`src/rtl/reloj_pkg.sv`:
```
// Shared constants and types for the reloj display stage:
// 7-segment patterns, field limits, default dividers and the frame snapshot.
package reloj_pkg;

    localparam int SCAN_DIV_DEFAULT  = 4;
    localparam int BLINK_DIV_DEFAULT = 50;

    localparam logic [5:0] HORAS_MAX  = 6'd23;
    localparam logic [5:0] MINSEG_MAX = 6'd59;

    // Segment order is {g,f,e,d,c,b,a}, active-high
    localparam logic [6:0] SEG_0    = 7'h3F;
    localparam logic [6:0] SEG_1    = 7'h06;
    localparam logic [6:0] SEG_2    = 7'h5B;
    localparam logic [6:0] SEG_3    = 7'h4F;
    localparam logic [6:0] SEG_4    = 7'h66;
    localparam logic [6:0] SEG_5    = 7'h6D;
    localparam logic [6:0] SEG_6    = 7'h7D;
    localparam logic [6:0] SEG_7    = 7'h07;
    localparam logic [6:0] SEG_8    = 7'h7F;
    localparam logic [6:0] SEG_9    = 7'h6F;
    localparam logic [6:0] SEG_DASH = 7'h40;

    typedef struct packed {
        logic [5:0] horas;
        logic [5:0] minutos;
        logic [5:0] segundos;
        logic       show_sec;
    } snap_t;

    function automatic logic [6:0] digit_to_seg(input logic [5:0] d);
        case (d)
            6'd0:    return SEG_0;
            6'd1:    return SEG_1;
            6'd2:    return SEG_2;
            6'd3:    return SEG_3;
            6'd4:    return SEG_4;
            6'd5:    return SEG_5;
            6'd6:    return SEG_6;
            6'd7:    return SEG_7;
            6'd8:    return SEG_8;
            6'd9:    return SEG_9;
            default: return SEG_DASH;
        endcase
    endfunction

endpackage

```
`src/rtl/reloj_bin2seg.sv`:
```
// Combinational binary-to-two-digit 7-segment converter for one time field.
// A value above its limit shows dashes on both digits.
module reloj_bin2seg
    import reloj_pkg::*;
(
    input  logic [5:0] value,
    input  logic [5:0] limit,
    output logic [6:0] tens,
    output logic [6:0] units
);

    logic [5:0] tens_val;
    logic [5:0] units_val;

    always_comb begin
        tens_val  = value / 6'd10;
        units_val = value % 6'd10;
        if (value > limit) begin
            tens  = SEG_DASH;
            units = SEG_DASH;
        end else begin
            tens  = digit_to_seg(tens_val);
            units = digit_to_seg(units_val);
        end
    end

endmodule

```
`src/rtl/reloj_display.sv`:
```
// Four-digit multiplexed 7-segment driver for the clock core: frame snapshot,
// digit scan, alarm blink/buzzer and registered outputs.
module reloj_display
    import reloj_pkg::*;
#(
    parameter int SCAN_DIV  = SCAN_DIV_DEFAULT,
    parameter int BLINK_DIV = BLINK_DIV_DEFAULT
) (
    input  logic       CLK,
    input  logic       RESET,
    input  logic [5:0] HORAS,
    input  logic [5:0] MINUTOS,
    input  logic [5:0] SEGUNDOS,
    input  logic       ALARM,
    input  logic       SHOW_SEC,
    output logic [6:0] SEG,
    output logic [3:0] AN,
    output logic       DP,
    output logic       BUZZER
);

    localparam int DWELL_W = (SCAN_DIV > 1) ? $clog2(SCAN_DIV) : 1;
    localparam int BLINK_W = (BLINK_DIV > 1) ? $clog2(BLINK_DIV) : 1;
    localparam logic [DWELL_W-1:0] DWELL_LAST = DWELL_W'(SCAN_DIV - 1);
    localparam logic [BLINK_W-1:0] BLINK_LAST = BLINK_W'(BLINK_DIV - 1);

    logic [DWELL_W-1:0] dwell;
    logic [1:0]         digit_idx;
    snap_t              snap;
    logic [BLINK_W-1:0] blink_cnt;
    logic               phase;

    logic dwell_wrap;
    logic frame_end;

    assign dwell_wrap = (dwell == DWELL_LAST);
    assign frame_end  = dwell_wrap && (digit_idx == 2'd3);

    always_ff @(posedge CLK or posedge RESET) begin
        if (RESET) begin
            dwell     <= '0;
            digit_idx <= 2'd0;
        end else if (dwell_wrap) begin
            dwell     <= '0;
            digit_idx <= digit_idx + 2'd1;
        end else begin
            dwell     <= dwell + 1'b1;
        end
    end

    // Inputs are captured only at frame end so a frame never mixes two times
    always_ff @(posedge CLK or posedge RESET) begin
        if (RESET) begin
            snap <= '0;
        end else if (frame_end) begin
            snap <= '{horas: HORAS, minutos: MINUTOS, segundos: SEGUNDOS, show_sec: SHOW_SEC};
        end
    end

    always_ff @(posedge CLK or posedge RESET) begin
        if (RESET) begin
            blink_cnt <= '0;
            phase     <= 1'b1;
        end else if (!ALARM) begin
            blink_cnt <= '0;
            phase     <= 1'b1;
        end else if (blink_cnt == BLINK_LAST) begin
            blink_cnt <= '0;
            phase     <= ~phase;
        end else begin
            blink_cnt <= blink_cnt + 1'b1;
        end
    end

    logic [6:0] hr_tens, hr_units, mn_tens, mn_units, sc_tens, sc_units;

    reloj_bin2seg u_horas (
        .value (snap.horas),
        .limit (HORAS_MAX),
        .tens  (hr_tens),
        .units (hr_units)
    );

    reloj_bin2seg u_minutos (
        .value (snap.minutos),
        .limit (MINSEG_MAX),
        .tens  (mn_tens),
        .units (mn_units)
    );

    reloj_bin2seg u_segundos (
        .value (snap.segundos),
        .limit (MINSEG_MAX),
        .tens  (sc_tens),
        .units (sc_units)
    );

    logic [6:0] seg_next;
    logic [3:0] an_next;
    logic       dp_next;
    logic       buzzer_next;
    logic       blank;

    always_comb begin
        seg_next = '0;
        case (digit_idx)
            2'd0: seg_next = snap.show_sec ? sc_units : mn_units;
            2'd1: seg_next = snap.show_sec ? sc_tens  : mn_tens;
            2'd2: seg_next = snap.show_sec ? mn_units : hr_units;
            2'd3: seg_next = snap.show_sec ? mn_tens  : hr_tens;
            default: seg_next = '0;
        endcase
        // Blanking gates only the enables; the scan keeps running underneath
        blank       = ALARM && !phase;
        an_next     = blank ? 4'b0000 : (4'b0001 << digit_idx);
        dp_next     = !blank && (digit_idx == 2'd2) && (snap.show_sec || !snap.segundos[0]);
        buzzer_next = ALARM && phase;
    end

    always_ff @(posedge CLK or posedge RESET) begin
        if (RESET) begin
            SEG    <= '0;
            AN     <= '0;
            DP     <= 1'b0;
            BUZZER <= 1'b0;
        end else begin
            SEG    <= seg_next;
            AN     <= an_next;
            DP     <= dp_next;
            BUZZER <= buzzer_next;
        end
    end

endmodule

```
`config.mk`:
```
export PLATFORM = sky130hd
export DESIGN_NAME = reloj_display
export DESIGN_NICKNAME = d
export VERILOG_FILES = /design/src/rtl/reloj_pkg.sv /design/src/rtl/reloj_bin2seg.sv /design/src/rtl/reloj_display.sv
export SDC_FILE = /design/constraint.sdc
export NUM_CORES = 1
export LEC_CHECK = 0
export BUFFER_PORTS_ARGS = -buffer_cell sky130_fd_sc_hd__buf_2
export CAP_MARGIN = 20
export CORE_MARGIN = 2
export CORE_UTILIZATION = 63
export CTS_CLUSTER_DIAMETER = 50
export DETAILED_ROUTE_END_ITERATION = 10
export GPL_ROUTABILITY_DRIVEN = 0
export PLACE_DENSITY_LB_ADDON = 0.1
export REMOVE_ABC_BUFFERS = 1
export SETUP_SLACK_MARGIN = 0.5
export SLEW_MARGIN = 25
export SYNTH_ARGS = -nofsm -noshare
export SYNTH_HDL_FRONTEND = slang
export SYNTH_SLANG_ARGS = --single-unit
```
`constraint.sdc`:
```
create_clock -name CLK -period 4.8 [get_ports CLK]
set_input_delay 0.24 -clock CLK [delete_from_list [all_inputs] [get_ports CLK]]
set_output_delay 0.24 -clock CLK [all_outputs]
set_load 0.005 [all_outputs]
```
==> results of run 1 <==
## worst max-delay path by stage
stage / startpoint / to / slack [ns] / depth (start not counted)
final: snap[5]$_DFFE_PP0P_ / SEG[3]$_DFF_PP0_ / 1.15 / 13
after global routing: snap[5]$_DFFE_PP0P_ / SEG[1]$_DFF_PP0_ / 0.85 / 13
after CTS: snap[5]$_DFFE_PP0P_ / SEG[3]$_DFF_PP0_ / 1.17 / 13
after detailed placement: snap[5]$_DFFE_PP0P_ / SEG[3]$_DFF_PP0_ / 1.20 / 13
after global placement: snap[5]$_DFFE_PP0P_ / SEG[3]$_DFF_PP0_ / 1.32 / 13
after floorplan: snap[5]$_DFFE_PP0P_ / SEG[3]$_DFF_PP0_ / 1.21 / 12
## state kept, by name, summed over array words and instances, names as in the netlist
register	cells
snap	19
SEG	7
blink_cnt	6
AN	4
digit_idx	2
dwell	2
BUZZER	1
DP	1
phase	1
## worst max-delay path: stages, from the launching register on
cell,delay (ns)
sky130_fd_sc_hd__dfrtp_1,0.49
sky130_fd_sc_hd__inv_1,0.15
sky130_fd_sc_hd__ha_1,0.23
sky130_fd_sc_hd__a21o_1,0.22
sky130_fd_sc_hd__nor2_1,0.37
sky130_fd_sc_hd__or2_1,0.33
sky130_fd_sc_hd__xnor2_1,0.14
sky130_fd_sc_hd__ha_1,0.33
sky130_fd_sc_hd__inv_1,0.06
sky130_fd_sc_hd__a222oi_1,0.30
sky130_fd_sc_hd__buf_4,0.21
sky130_fd_sc_hd__mux2_4,0.30
sky130_fd_sc_hd__and4_4,0.19
sky130_fd_sc_hd__a311oi_2,0.24
## layer usage
metal	part of all wire [%]	routed length (um)	up-vias
met3	7.4	730	24
met5	0	0	-
met4	2.3	233	0
li1	-	-	1867
met2	47	4640	161
met1	44	4320	1817
## logic make-up after synthesis
kind of cell    count (synthesis)  share of synthesized area, %
compound gates                167                          27.5
simple gates                  152                          18.8
xor+xnor                       13                          2.73
fa+ha+maj                      36                          10.7
buf+inv                        72                          7.31
flops                          43                          25.8
mux                            27                          7.22
## layout make-up
cell class / instances / share of cell area [%]
clock buffer: 5 / 1.56
sequential: 43 / 24.5
inverter: 38 / 3.24
multi-input combinational: 395 / 63.4
timing repair buffer: 38 / 4.55
tap: 77 / 2.19
clock inverter: 3 / 0.597
## through the flow
stage / total power, W / util [%]
final: 0.00100 / 69.0
after global routing: 0.00106 / 69.0
after CTS: 0.00100 / 69.0
after detailed placement: 0.000748 / 67.5
after global placement: 0.000736 / 67.5
after floorplan: 0.000651 / -
## power groups by stage
stage               Combinational, W  Clock (W)  Sequential [W]
finish                      0.000328   0.000255        0.000420
global route                0.000366   0.000270        0.000424
CTS                         0.000323   0.000261        0.000419
detailed placement          0.000321          0        0.000427
global placement            0.000312          0        0.000425
floorplan                   0.000230          0        0.000422
## synthesized netlist by cell type (all sizes together), types with 10 or more instances
library cell   n
nand2         45
nor2          31
buf           13
clkbuf        21
nor2b         11
o21ai         51
dfrtp         42
ha            35
and2          10
a21oi         29
mux2          22
inv           38
==> impl_summary.log, run 1 <==
[metrics] Max transition margin: 41.4%
[metrics] number of H-tree levels: 2
[metrics] routing usage on met1: 40.3%
[metrics] maximum number of pins on one net before global-route repair: 44
[metrics] Reg clk slew, reported paths: 0.10 ns
[metrics] endpoint class of the critical path: register
[metrics] Initial Util: 65.4%
[metrics] fraction of synthesized cell area taken by the top area cell type: 25.2%
[metrics] gate count of the mapped netlist: 510
[metrics] switching portion of total power: 36.9%
[metrics] number of hold violations in the final report: 0
[metrics] total number of vias: 3869
[metrics] Synth area leaders: sky130_fd_sc_hd__dfrtp_1, sky130_fd_sc_hd__ha_1, sky130_fd_sc_hd__o21ai_0, sky130_fd_sc_hd__mux2_2, sky130_fd_sc_hd__nand2_1
[metrics] Post-Place Setup Slack: 1.20 ns
[metrics] cell internal power dissipation: 0.000633 W
[metrics] Reg power frac: 41.9%
[metrics] switching power: 0.000369 W
[metrics] total die area: 7290 um2
[metrics] busiest metal layer after global routing: met2
[metrics] Placed Instances: 591
[metrics] part of the cycle the worst path needs: 76.1%
[metrics] proportion of synthesized chip area in sequential cells: 25.8%
[metrics] final max-slew violation count: 0
[metrics] Max Fclk: 274 MHz
[metrics] DRC errors left: 0
[metrics] number of nets still failing antenna checks after routing: 0
[metrics] clock latency reported for the late side of the worst-skew pair: 0.31 ns
[metrics] clock net sink count: 43
[metrics] DP Area: 4310 um2
[metrics] met2 Resource Use GR: 43.3%
[metrics] leakage power: 1.94 nW
[metrics] Max IR drop VDD: 0.168 mV
[metrics] net count of the finished layout: 578
[metrics] endpoint of the worst-slack reg-to-reg timing path: SEG[3]$_DFF_PP0_
[metrics] final critical path time including I/O delays and setup: 3.65 ns
[metrics] average footprint of a synthesized cell: 8.19 um2
[metrics] gr usage total: 28.2%
[metrics] initial antenna violation count: 0
[metrics] Min-Delay Path Class: input pin to asynchronous set/reset pin
[metrics] launching element type of the critical path: register
[metrics] endpoint required time on the critical path: 5.02 ns
[metrics] library cell occupying the most area in the post-synthesis netlist: sky130_fd_sc_hd__dfrtp_1
[metrics] unrepaired setup endpoints after global routing: false
[metrics] # rows: 29
[metrics] Total Wirelength: 9930 um
[metrics] register bit total from synthesis: 43
[metrics] launching point of the worst reg2reg path: snap[5]$_DFFE_PP0P_
[metrics] Arrival @ worst endpoint: 3.87 ns
[metrics] Resized cells post-CTS: 0
[metrics] Comb pwr share: 32.7%
[metrics] commonest non-fill, non-tap cells in the layout: sky130_fd_sc_hd__o21ai_0, sky130_fd_sc_hd__nand2_1, sky130_fd_sc_hd__dfrtp_1
[metrics] commonest non-fill, non-tap cell in the layout: sky130_fd_sc_hd__o21ai_0
[metrics] worst hold-check slack: 0.0495 ns
[metrics] maximum capacitance violations: 0
[metrics] most used flip-flop cell after synthesis: sky130_fd_sc_hd__dfrtp_1
[metrics] number of different library cells in the post-synthesis netlist: 77
[metrics] depth of the worst register-to-register path: 13
[metrics] number of synthesis warnings: 0
[metrics] biggest fanout along the worst timing path: 10
[metrics] sequential cell area: 1080 um2
[metrics] count of antenna diodes in the layout: 0
[metrics] Post CTS Setup Buffer Count: 0
[metrics] total power per unit cell area: 228 nW/um2
[metrics] sum of net half-perimeters after detailed placement: 7280 um
[metrics] EDFF count, synth: 0
[metrics] setup skew after layout: 0.00707 ns
[metrics] number of port buffers: 34
[metrics] Clock power frac: 25.4%
[metrics] number of global-route vias before repair: 3609
[metrics] DRT Pass-1 Iters: 6
[metrics] final std cell area, no fill: 4400 um2
[metrics] area growth from synthesis to layout: 5.48%
[metrics] TritonCTS clock tree: done
[metrics] combined area of the multi-input logic cells: 2790 um2
[metrics] horizontal extent of the die: 85.4 um
[metrics] Die Ht: 85.4 um
[metrics] total I/O pin count: 35
[metrics] critical path class: register to register
[metrics] run status: complete, no violations
[metrics] WL/cell: 16.6 um
[metrics] first-pass GRT wire length: 16900 um
[metrics] fraction of registers with async set/reset: 100%
[metrics] fraction of met3 tracks used by global routing: 4.96%
[metrics] fraction of final layout cells sized beyond drive strength 1: 15.7%
[metrics] cell area after synthesis: 4180 um2
[metrics] buffer depth of the longest clock path: 2
[metrics] Hold Buf Count CTS: 0
[metrics] cts bufs inserted: 5
[metrics] setup total negative slack: 0 ns
[metrics] count of final setup violators: 0
[metrics] Filler cells: 539
[metrics] area of the placeable core: 6390 um2
[metrics] First DRT Iteration DRCs: 355
[metrics] clock root buffer master: sky130_fd_sc_hd__clkbuf_8
[metrics] slew at the pin with the worst max-slew slack: 0.877 ns
[metrics] worst setup margin: 1.15 ns
[metrics] number of standard cells in the final layout excluding fillers: 599
[metrics] reg2reg setup slack: 1.15 ns
[metrics] Via-to-Cell Ratio: 6.46
[metrics] GR Overflow Total: 0
No activity file was read; power rests on OpenSTA's default activity.
==> inputs of run 2 (changes only) <==
Settings changed: CORE_UTILIZATION 63 to 55.
Clock period 4.8 ns to 3.22 ns, I/O delays scaled along.
==> run 2 against run 1 <==
  * Worst setup slack got worse by 0.87 ns
  * Flip-flop and latch count did not move
  * Clock skew fell by 0.0027 ns
  * Sequential share of layout area fell by 3.3 points
  * Critical path type unchanged
  * Critical endpoint is now SEG[0]$_DFF_PP0_
==> impl_summary.log, run 2 (synthesis gave the netlist of run 1 again) <==
[metrics] net count of the finished layout: 626 (+8.3%)
[metrics] CP bufs+invs: 3 (unchanged)
[metrics] cts bufs inserted: 5 (unchanged)
[metrics] unrepaired setup endpoints after global routing: true
[metrics] cell-by-cell listing of the critical path: inv_2, ha_4, nand2_4, o32ai_4, or2_4, xnor2_4, ha_4, o21ai_0, a222oi_1, buf_4, buf_6, mux2i_1, nor4_1, a211oi_1
[metrics] run status: complete, no violations
[metrics] count of final setup violators: 0 (unchanged)
[metrics] # rows: 31 (+6.9%)
[metrics] maximum capacitance violations: 0 (unchanged)
[metrics] number of global-route vias before repair: 3812 (+5.6%)
[metrics] total number of vias: 4186 (+8.2%)
[metrics] core utilization of the finished layout: 70.0% (+1.0 points)
[metrics] Total Wirelength: 11600 um (+17%)
[metrics] area growth from synthesis to layout: 22.2%
[metrics] final critical path time including I/O delays and setup: 2.94 ns (-0.709 ns)
[metrics] Largest stage delay, worst path: 0.40 ns (-0.09 ns)
[metrics] setup skew after layout: 0.00438 ns (-0.00269 ns)
[metrics] Max IR drop VDD: 0.232 mV (+38%)
[metrics] Reg clk slew, reported paths: 0.10 ns (about the same)
[metrics] Max transition margin: 39.2% (-2.1 points)
[metrics] First DRT Iteration DRCs: 399 (+12%)
[metrics] Min-Delay Path Class: input pin to register
[metrics] Largest register FFs: 19 (unchanged)
[metrics] number of hold violations in the final report: 0 (unchanged)
[metrics] Die Ht: 91.1 um (+6.7%)
[metrics] maximum number of pins on one net before global-route repair: 44 (unchanged)
[metrics] buffer depth of the longest clock path: 2 (unchanged)
[metrics] top cell family by delay on the critical path: compound AO/OA/AOI/OAI gates
[metrics] initial antenna violation count: 0 (unchanged)
[metrics] setup total negative slack: 0 ns (unchanged)
[metrics] gr usage total: 26.5% (-1.7 points)
[metrics] critical path class: register to register
[metrics] Max Fclk: 340 MHz (+24%)
[metrics] commonest non-fill, non-tap cells in the layout: sky130_fd_sc_hd__buf_4, sky130_fd_sc_hd__nand2_1, sky130_fd_sc_hd__o21ai_0
[metrics] Via-to-Cell Ratio: 6.26 (-3.1%)
[metrics] launching element type of the critical path: register
[metrics] register bank with the most flops: snap
[metrics] area of the placeable core: 7290 um2 (+14%)
[metrics] number of nets still failing antenna checks after routing: 0 (unchanged)
[metrics] final max-slew violation count: 0 (unchanged)
[metrics] GR Overflow Total: 0 (unchanged)
[metrics] number of H-tree levels: 2 (unchanged)
[metrics] total I/O pin count: 35 (unchanged)
[metrics] endpoint class of the critical path: register
[metrics] leading registers by flop count: snap: 19 flops, SEG: 7 flops, blink_cnt: 6 flops
[metrics] TritonCTS clock tree: done
[metrics] DRT Pass-1 Iters: 6 (unchanged)
[metrics] commonest non-fill, non-tap cell in the layout: sky130_fd_sc_hd__buf_4
[metrics] number of port buffers: 34 (unchanged)
[metrics] DRC errors left: 0 (unchanged)
[metrics] worst hold-check slack: 0.0693 ns (+0.0197 ns)
[metrics] total power per unit cell area: 327 nW/um2 (+44%)
[metrics] Arrival @ worst endpoint: 3.16 ns (-0.71 ns)
[metrics] horizontal extent of the die: 91.1 um (+6.7%)
[metrics] total die area: 8300 um2 (+14%)
[metrics] clock net sink count: 43 (unchanged)
[metrics] biggest fanout along the worst timing path: 6 (-4)
[metrics] slowest cell on the critical path: sky130_fd_sc_hd__dfrtp_1
[metrics] Initial Util: 57.3% (-8.1 points)
[metrics] endpoint required time on the critical path: 3.44 ns (-1.58 ns)
[metrics] slew at the pin with the worst max-slew slack: 0.909 ns (+0.0320 ns)
[metrics] first-pass GRT wire length: 18200 um (+7.6%)
[metrics] sum of net half-perimeters after detailed placement: 7620 um (+4.6%)
[metrics] leakage power: 2.22 nW (+14%)
[metrics] most frequent cell on the critical path: sky130_fd_sc_hd__ha_4
[metrics] WL/cell: 17.4 um (+5.0%)
[metrics] clock latency reported for the late side of the worst-skew pair: 0.31 ns (about the same)
[metrics] part of the cycle the worst path needs: 91.4% (+15 points)
[metrics] clock root buffer master: sky130_fd_sc_hd__clkbuf_8
[metrics] fraction of final layout cells sized beyond drive strength 1: 31.8% (+16 points)
[metrics] count of antenna diodes in the layout: 0 (unchanged)
-- run 2: changes by cell type in the layout (fill, tap and decap cells not counted), moves of 4 or more --
cell	previous run	this run
sky130_fd_sc_hd__ha_4	0	6
sky130_fd_sc_hd__inv_2	1	7
sky130_fd_sc_hd__buf_6	0	4
sky130_fd_sc_hd__dfrtp_1	42	38
sky130_fd_sc_hd__o21ai_1	1	6
sky130_fd_sc_hd__ha_1	35	25
sky130_fd_sc_hd__inv_1	36	30
sky130_fd_sc_hd__dfrtp_2	0	4
sky130_fd_sc_hd__o21ai_0	49	42
sky130_fd_sc_hd__buf_4	4	46
sky130_fd_sc_hd__ha_2	0	4
-- run 2: final cells by class --
cell class / instances / area (um2)
sequential: 43 / 1080
multi-input combinational: 395 / 3080
clock inverter: 3 / 26.3
fill: 608 / 2190
tap: 99 / 124
inverter: 38 / 143
timing repair buffer: 86 / 581
clock buffer: 5 / 68.8
-- run 2: stage by stage --
step | instances | worst slack (ns) | total power (W) | area [um2]
floorplan | 476 | -0.368 | 0.000971 | 4010
global placement | 636 | 0.164 | 0.00112 | 4510
detailed placement | 636 | 0.0294 | 0.00113 | 4510
CTS | 663 | 0.396 | 0.00159 | 4900
global route | 669 | 0.208 | 0.00175 | 5100
finish | 669 | 0.277 | 0.00167 | 5100
-- run 2: worst paths after layout --
check                                          from  slack (ns)                      to  cells after the start
worst max-delay path            snap[5]$_DFFE_PP0P_        0.28        SEG[0]$_DFF_PP0_                     14
min in group asynchronous                     RESET        0.53  blink_cnt[0]$_DFF_PP0_                      4
max in group asynchronous                     RESET        2.26    snap[14]$_DFFE_PP0P_                      4
worst max register to register  snap[5]$_DFFE_PP0P_        0.28        SEG[0]$_DFF_PP0_                     14
worst min-delay path                     MINUTOS[2]        0.07     snap[9]$_DFFE_PP0P_                      2
worst min register to register   dwell[0]$_DFF_PP0_        0.43      dwell[0]$_DFF_PP0_                      1
-- run 2: where the power goes --
part           total, W  switching, W  leakage, nW  internal (W)
Sequential     0.000605     0.0000320        0.520      0.000573
Combinational  0.000667      0.000360         1.65      0.000307
Clock          0.000396      0.000236       0.0491      0.000160
Total           0.00167      0.000628         2.22       0.00104
-- run 2: timing repair --
item                       4_1_cts  5_1_grt
setup endpoints to repair        7        7
gates resized for setup         41       37
setup buffers                   17        6
hold buffers                     2        0
hold endpoints to repair        10        0
pin swaps                       22       20
-- run 2: per-layer routing --
layer  up-vias  global-route usage (%)  part of all wire [%]
met3        37                    3.57                   6.9
met5         -                       0                     0
met1      1971                    35.6                    43
li1       1962                       -                     -
met4         0                    6.44                   2.1
met2       216                    45.3                    48
-- run 2: worst register-to-register path, delay by kind of cell, from the launching register on --
kind	cells	cell delay, ns
and+or+nand+nor	3	0.44
muxes	1	0.27
buffers and inverters	3	0.40
DFF	1	0.40
adders and majority gates	2	0.51
xor gates and xnor gates	1	0.16
AOI/OAI and AO/OA	4	0.67
==> inputs of run 3 (changes only) <==
Settings changed: ABC_AREA set to 1.
==> run 3 against run 2 <==
  * Sequential share of layout area increased by 4.0 points
  * Flip-flop and latch count unchanged
  * Via count decreased by 17%
  * Combinational power down 6.3%
  * Final cell count shrank 1.9%
  * Fmax rose by 6.9%
  * Synthesized area is 11% lower
==> impl_summary.log, run 3 <==
[metrics] cell-by-cell listing of the critical path: ha_4, inv_1, nand2_1, nand2_1, inv_2, nand2_4, nand2_4, nand2_4, nand2_4, inv_6, nand2_8, nand2_8, inv_1, ha_1, nand2_1, a21oi_1, a21oi_1, a221oi_1, nand2_1, nand2_1, inv_1
[metrics] Initial Util: 57.8% (+0.54 points)
[metrics] total die area: 7420 um2 (-11%)
[metrics] top-count cell post-synth: sky130_fd_sc_hd__nand2_1
[metrics] leading registers by flop count: snap: 19 flops, SEG: 7 flops, blink_cnt: 6 flops
[metrics] register bit total from synthesis: 43 (unchanged)
[metrics] total power per unit cell area: 374 nW/um2 (+15%)
[metrics] EDFF count, synth: 0 (unchanged)
[metrics] cell internal power dissipation: 0.000980 W (-5.8%)
[metrics] number of nets still failing antenna checks after routing: 0 (unchanged)
[metrics] Largest stage delay, worst path: 0.43 ns (+0.03 ns)
[metrics] Reg power frac: 37.9% (+1.6 points)
[metrics] clock latency reported for the late side of the worst-skew pair: 0.31 ns (about the same)
[metrics] library cell occupying the most area in the post-synthesis netlist: sky130_fd_sc_hd__dfrtp_1
[metrics] Die Ht: 86.2 um (-5.5%)
[metrics] Max Fclk: 363 MHz (+6.9%)
[metrics] # rows: 29 (-6.5%)
[metrics] unrepaired setup endpoints after global routing: true
[metrics] Min-Delay Path Class: input pin to register
[metrics] First DRT Iteration DRCs: 230 (-42%)
[metrics] number of global-route vias before repair: 3120 (-18%)
[metrics] launching element type of the critical path: register
[metrics] number of port buffers: 34 (unchanged)
[metrics] first-pass GRT wire length: 13400 um (-26%)
[metrics] count of antenna diodes in the layout: 0 (unchanged)
[metrics] slew at the pin with the worst max-slew slack: 0.589 ns (-0.320 ns)
[metrics] area growth from synthesis to layout: 15.7%
[metrics] Reg clk slew, reported paths: 0.09 ns (about the same)
[metrics] cts bufs inserted: 5 (unchanged)
[metrics] number of synthesis warnings: 0 (unchanged)
[metrics] area of the placeable core: 6420 um2 (-12%)
[metrics] fraction of registers with async set/reset: 100% (unchanged)
[metrics] buffer depth of the longest clock path: 2 (unchanged)
[metrics] clock net sink count: 43 (unchanged)
[metrics] most used flip-flop cell after synthesis: sky130_fd_sc_hd__dfrtp_1
[metrics] most frequent cell on the critical path: sky130_fd_sc_hd__nand2_1
[metrics] TritonCTS clock tree: done
[metrics] gr usage total: 22.0% (-4.6 points)
[metrics] Total Wirelength: 8300 um (-29%)
[metrics] CP bufs+invs: 5 (+2)
[metrics] DRT Pass-1 Iters: 5 (-1)
[metrics] Comb pwr share: 38.9% (-1.1 points)
[metrics] average footprint of a synthesized cell: 7.04 um2 (-14%)
[metrics] setup skew after layout: 0.00399 ns (-0.000392 ns)
[metrics] gate count of the mapped netlist: 527 (+3.3%)
[metrics] commonest non-fill, non-tap cell in the layout: sky130_fd_sc_hd__nand2_1
[metrics] top cell family by delay on the critical path: simple AND/OR/NAND/NOR gates
[metrics] count of cells along the worst hold path: 2 (unchanged)
[metrics] part of the cycle the worst path needs: 85.5% (-5.9 points)
[metrics] register bank with the most flops: snap
[metrics] clock root buffer master: sky130_fd_sc_hd__clkbuf_8
[metrics] cell area after synthesis: 3710 um2 (-11%)
[metrics] total number of vias: 3491 (-17%)
[metrics] endpoint class of the critical path: register
[metrics] final max-slew violation count: 0 (unchanged)
[metrics] switching portion of total power: 39.0% (+1.4 points)
[metrics] switching power: 0.000627 W (-0.11%)
[metrics] horizontal extent of the die: 86.2 um (-5.5%)
[metrics] Crit. path cell count: 21 (+7)
[metrics] slowest cell on the critical path: sky130_fd_sc_hd__dfrtp_1
[metrics] proportion of synthesized chip area in sequential cells: 29.0% (+3.2 points)
[metrics] final critical path time including I/O delays and setup: 2.75 ns (-0.191 ns)
[metrics] count of final setup violators: 0 (unchanged)
[metrics] Arrival @ worst endpoint: 2.96 ns (-0.20 ns)
[metrics] biggest fanout along the worst timing path: 7 (+1)
[metrics] maximum number of pins on one net before global-route repair: 44 (unchanged)
[metrics] fraction of synthesized cell area taken by the top area cell type: 28.3% (+3.1 points)
[metrics] net count of the finished layout: 635 (+1.4%)
[metrics] number of H-tree levels: 2 (unchanged)
[metrics] maximum capacitance violations: 0 (unchanged)
[metrics] leakage power: 2.30 nW (+3.7%)
[metrics] Via-to-Cell Ratio: 5.32 (-15%)
[metrics] critical path class: register to register
[metrics] setup total negative slack: 0 ns (unchanged)
[metrics] number of hold violations in the final report: 0 (unchanged)
[metrics] WL/cell: 12.6 um (-27%)
[metrics] most instantiated cells after synthesis: sky130_fd_sc_hd__nand2_1, sky130_fd_sc_hd__nand3_1, sky130_fd_sc_hd__inv_1
[metrics] depth of the worst register-to-register path: 21 (+7)
[metrics] Max transition margin: 60.3% (+21 points)
[metrics] total I/O pin count: 35 (unchanged)
[metrics] Max IR drop VDD: 0.177 mV (-24%)
[metrics] sum of net half-perimeters after detailed placement: 6030 um (-21%)
[metrics] run status: complete, no violations
[metrics] core utilization of the finished layout: 66.9% (-3.1 points)
[metrics] fraction of final layout cells sized beyond drive strength 1: 23.3% (-8.4 points)
[metrics] GR Overflow Total: 0 (unchanged)
[metrics] Clock power frac: 23.2% (-0.5 points)
[metrics] initial antenna violation count: 0 (unchanged)
[metrics] endpoint required time on the critical path: 3.43 ns (about the same)
[metrics] number of different library cells in the post-synthesis netlist: 41 (-47%)
[metrics] commonest non-fill, non-tap cells in the layout: sky130_fd_sc_hd__nand2_1, sky130_fd_sc_hd__nand3_1, sky130_fd_sc_hd__inv_1
[metrics] DRC errors left: 0 (unchanged)
[metrics] Largest register FFs: 19 (unchanged)
[metrics] Synth area leaders: sky130_fd_sc_hd__dfrtp_1, sky130_fd_sc_hd__nand2_1, sky130_fd_sc_hd__ha_1, sky130_fd_sc_hd__nand3_1, sky130_fd_sc_hd__inv_1
## run 3: cell types whose count changed after synthesis, sizes merged, moves of 10 or more
cell | before | now
nor2 | 31 | 41
a21oi | 29 | 39
mux2 | 22 | 2
inv | 38 | 80
o21ai | 51 | 24
clkbuf | 21 | 8
nand3 | 9 | 75
nor2b | 11 | 0
buf | 13 | 3
nand2 | 45 | 141
## run 3: kinds of logic (layout without fill, tap and decap cells)
family,count (synthesis),count (layout),synth area share [%]
mux,2,2,0.607
buf+inv,93,145,9.57
fa+ha+maj,35,35,11.8
compound gates,74,74,11.7
simple gates,275,275,36.1
xor+xnor,5,5,1.18
flops,43,43,29.0
## run 3: timing repair
item	CTS	global route
gates resized for setup	0	32
hold buffers	1	0
hold endpoints to repair	5	0
setup endpoints to repair	1	6
setup buffers	3	14
pin swaps	1	10
## run 3: area by class of cell
class / instances / area, um2
clock buffers: 5 / 68.8
clock inverters: 3 / 23.8
fillers: 586 / 2130
inverters: 82 / 313
multi-input cells: 391 / 2380
flip-flops and latches: 43 / 1080
well taps: 77 / 96.3
repair buffers: 55 / 334
## run 3: metal layers
metal  vias to the layer above  wire [um]  track usage (%)
met3                        12        476             3.08
li1                       1801          -                -
met5                         -          0                0
met4                         0        106             4.62
met2                       104       4000             38.5
met1                      1574       3710             28.8
## run 3: path summary, 6_finish.rpt
path / end / slack (ns) / start
max reg2reg: SEG[2]$_DFF_PP0_ / 0.47 / snap[4]$_DFFE_PP0P_
max: SEG[2]$_DFF_PP0_ / 0.47 / snap[4]$_DFFE_PP0P_
min: snap[6]$_DFFE_PP0P_ / 0.08 / SEGUNDOS[5]
min in group asynchronous: snap[13]$_DFFE_PP0P_ / 0.53 / RESET
max in group asynchronous: snap[10]$_DFFE_PP0P_ / 2.28 / RESET
min reg2reg: dwell[0]$_DFF_PP0_ / 0.43 / dwell[0]$_DFF_PP0_
## run 3: metrics by stage
| stage | setup slack [ns] | instances | cell area (um2) | total power [W] | hold slack, ns |
|---|---|---|---|---|---|
| floorplan | 0.672 | 516 | 3670 | 0.00104 | 0.274 |
| global placement | 0.578 | 630 | 3960 | 0.00116 | 0.328 |
| detailed placement | 0.501 | 630 | 3960 | 0.00117 | 0.332 |
| CTS | 0.521 | 642 | 4080 | 0.00155 | 0.0838 |
| global route | 0.376 | 656 | 4300 | 0.00172 | 0.0972 |
| finish | 0.468 | 656 | 4300 | 0.00161 | 0.0808 |
## run 3: power groups by stage
| stage | registers [W] | logic, W | clock network, W |
|---|---|---|---|
| floorplan | 0.000616 | 0.000427 | 0 |
| global placement | 0.000618 | 0.000544 | 0 |
| detailed placement | 0.000619 | 0.000555 | 0 |
| CTS | 0.000608 | 0.000562 | 0.000382 |
| global route | 0.000615 | 0.000700 | 0.000401 |
| finish | 0.000610 | 0.000625 | 0.000372 |
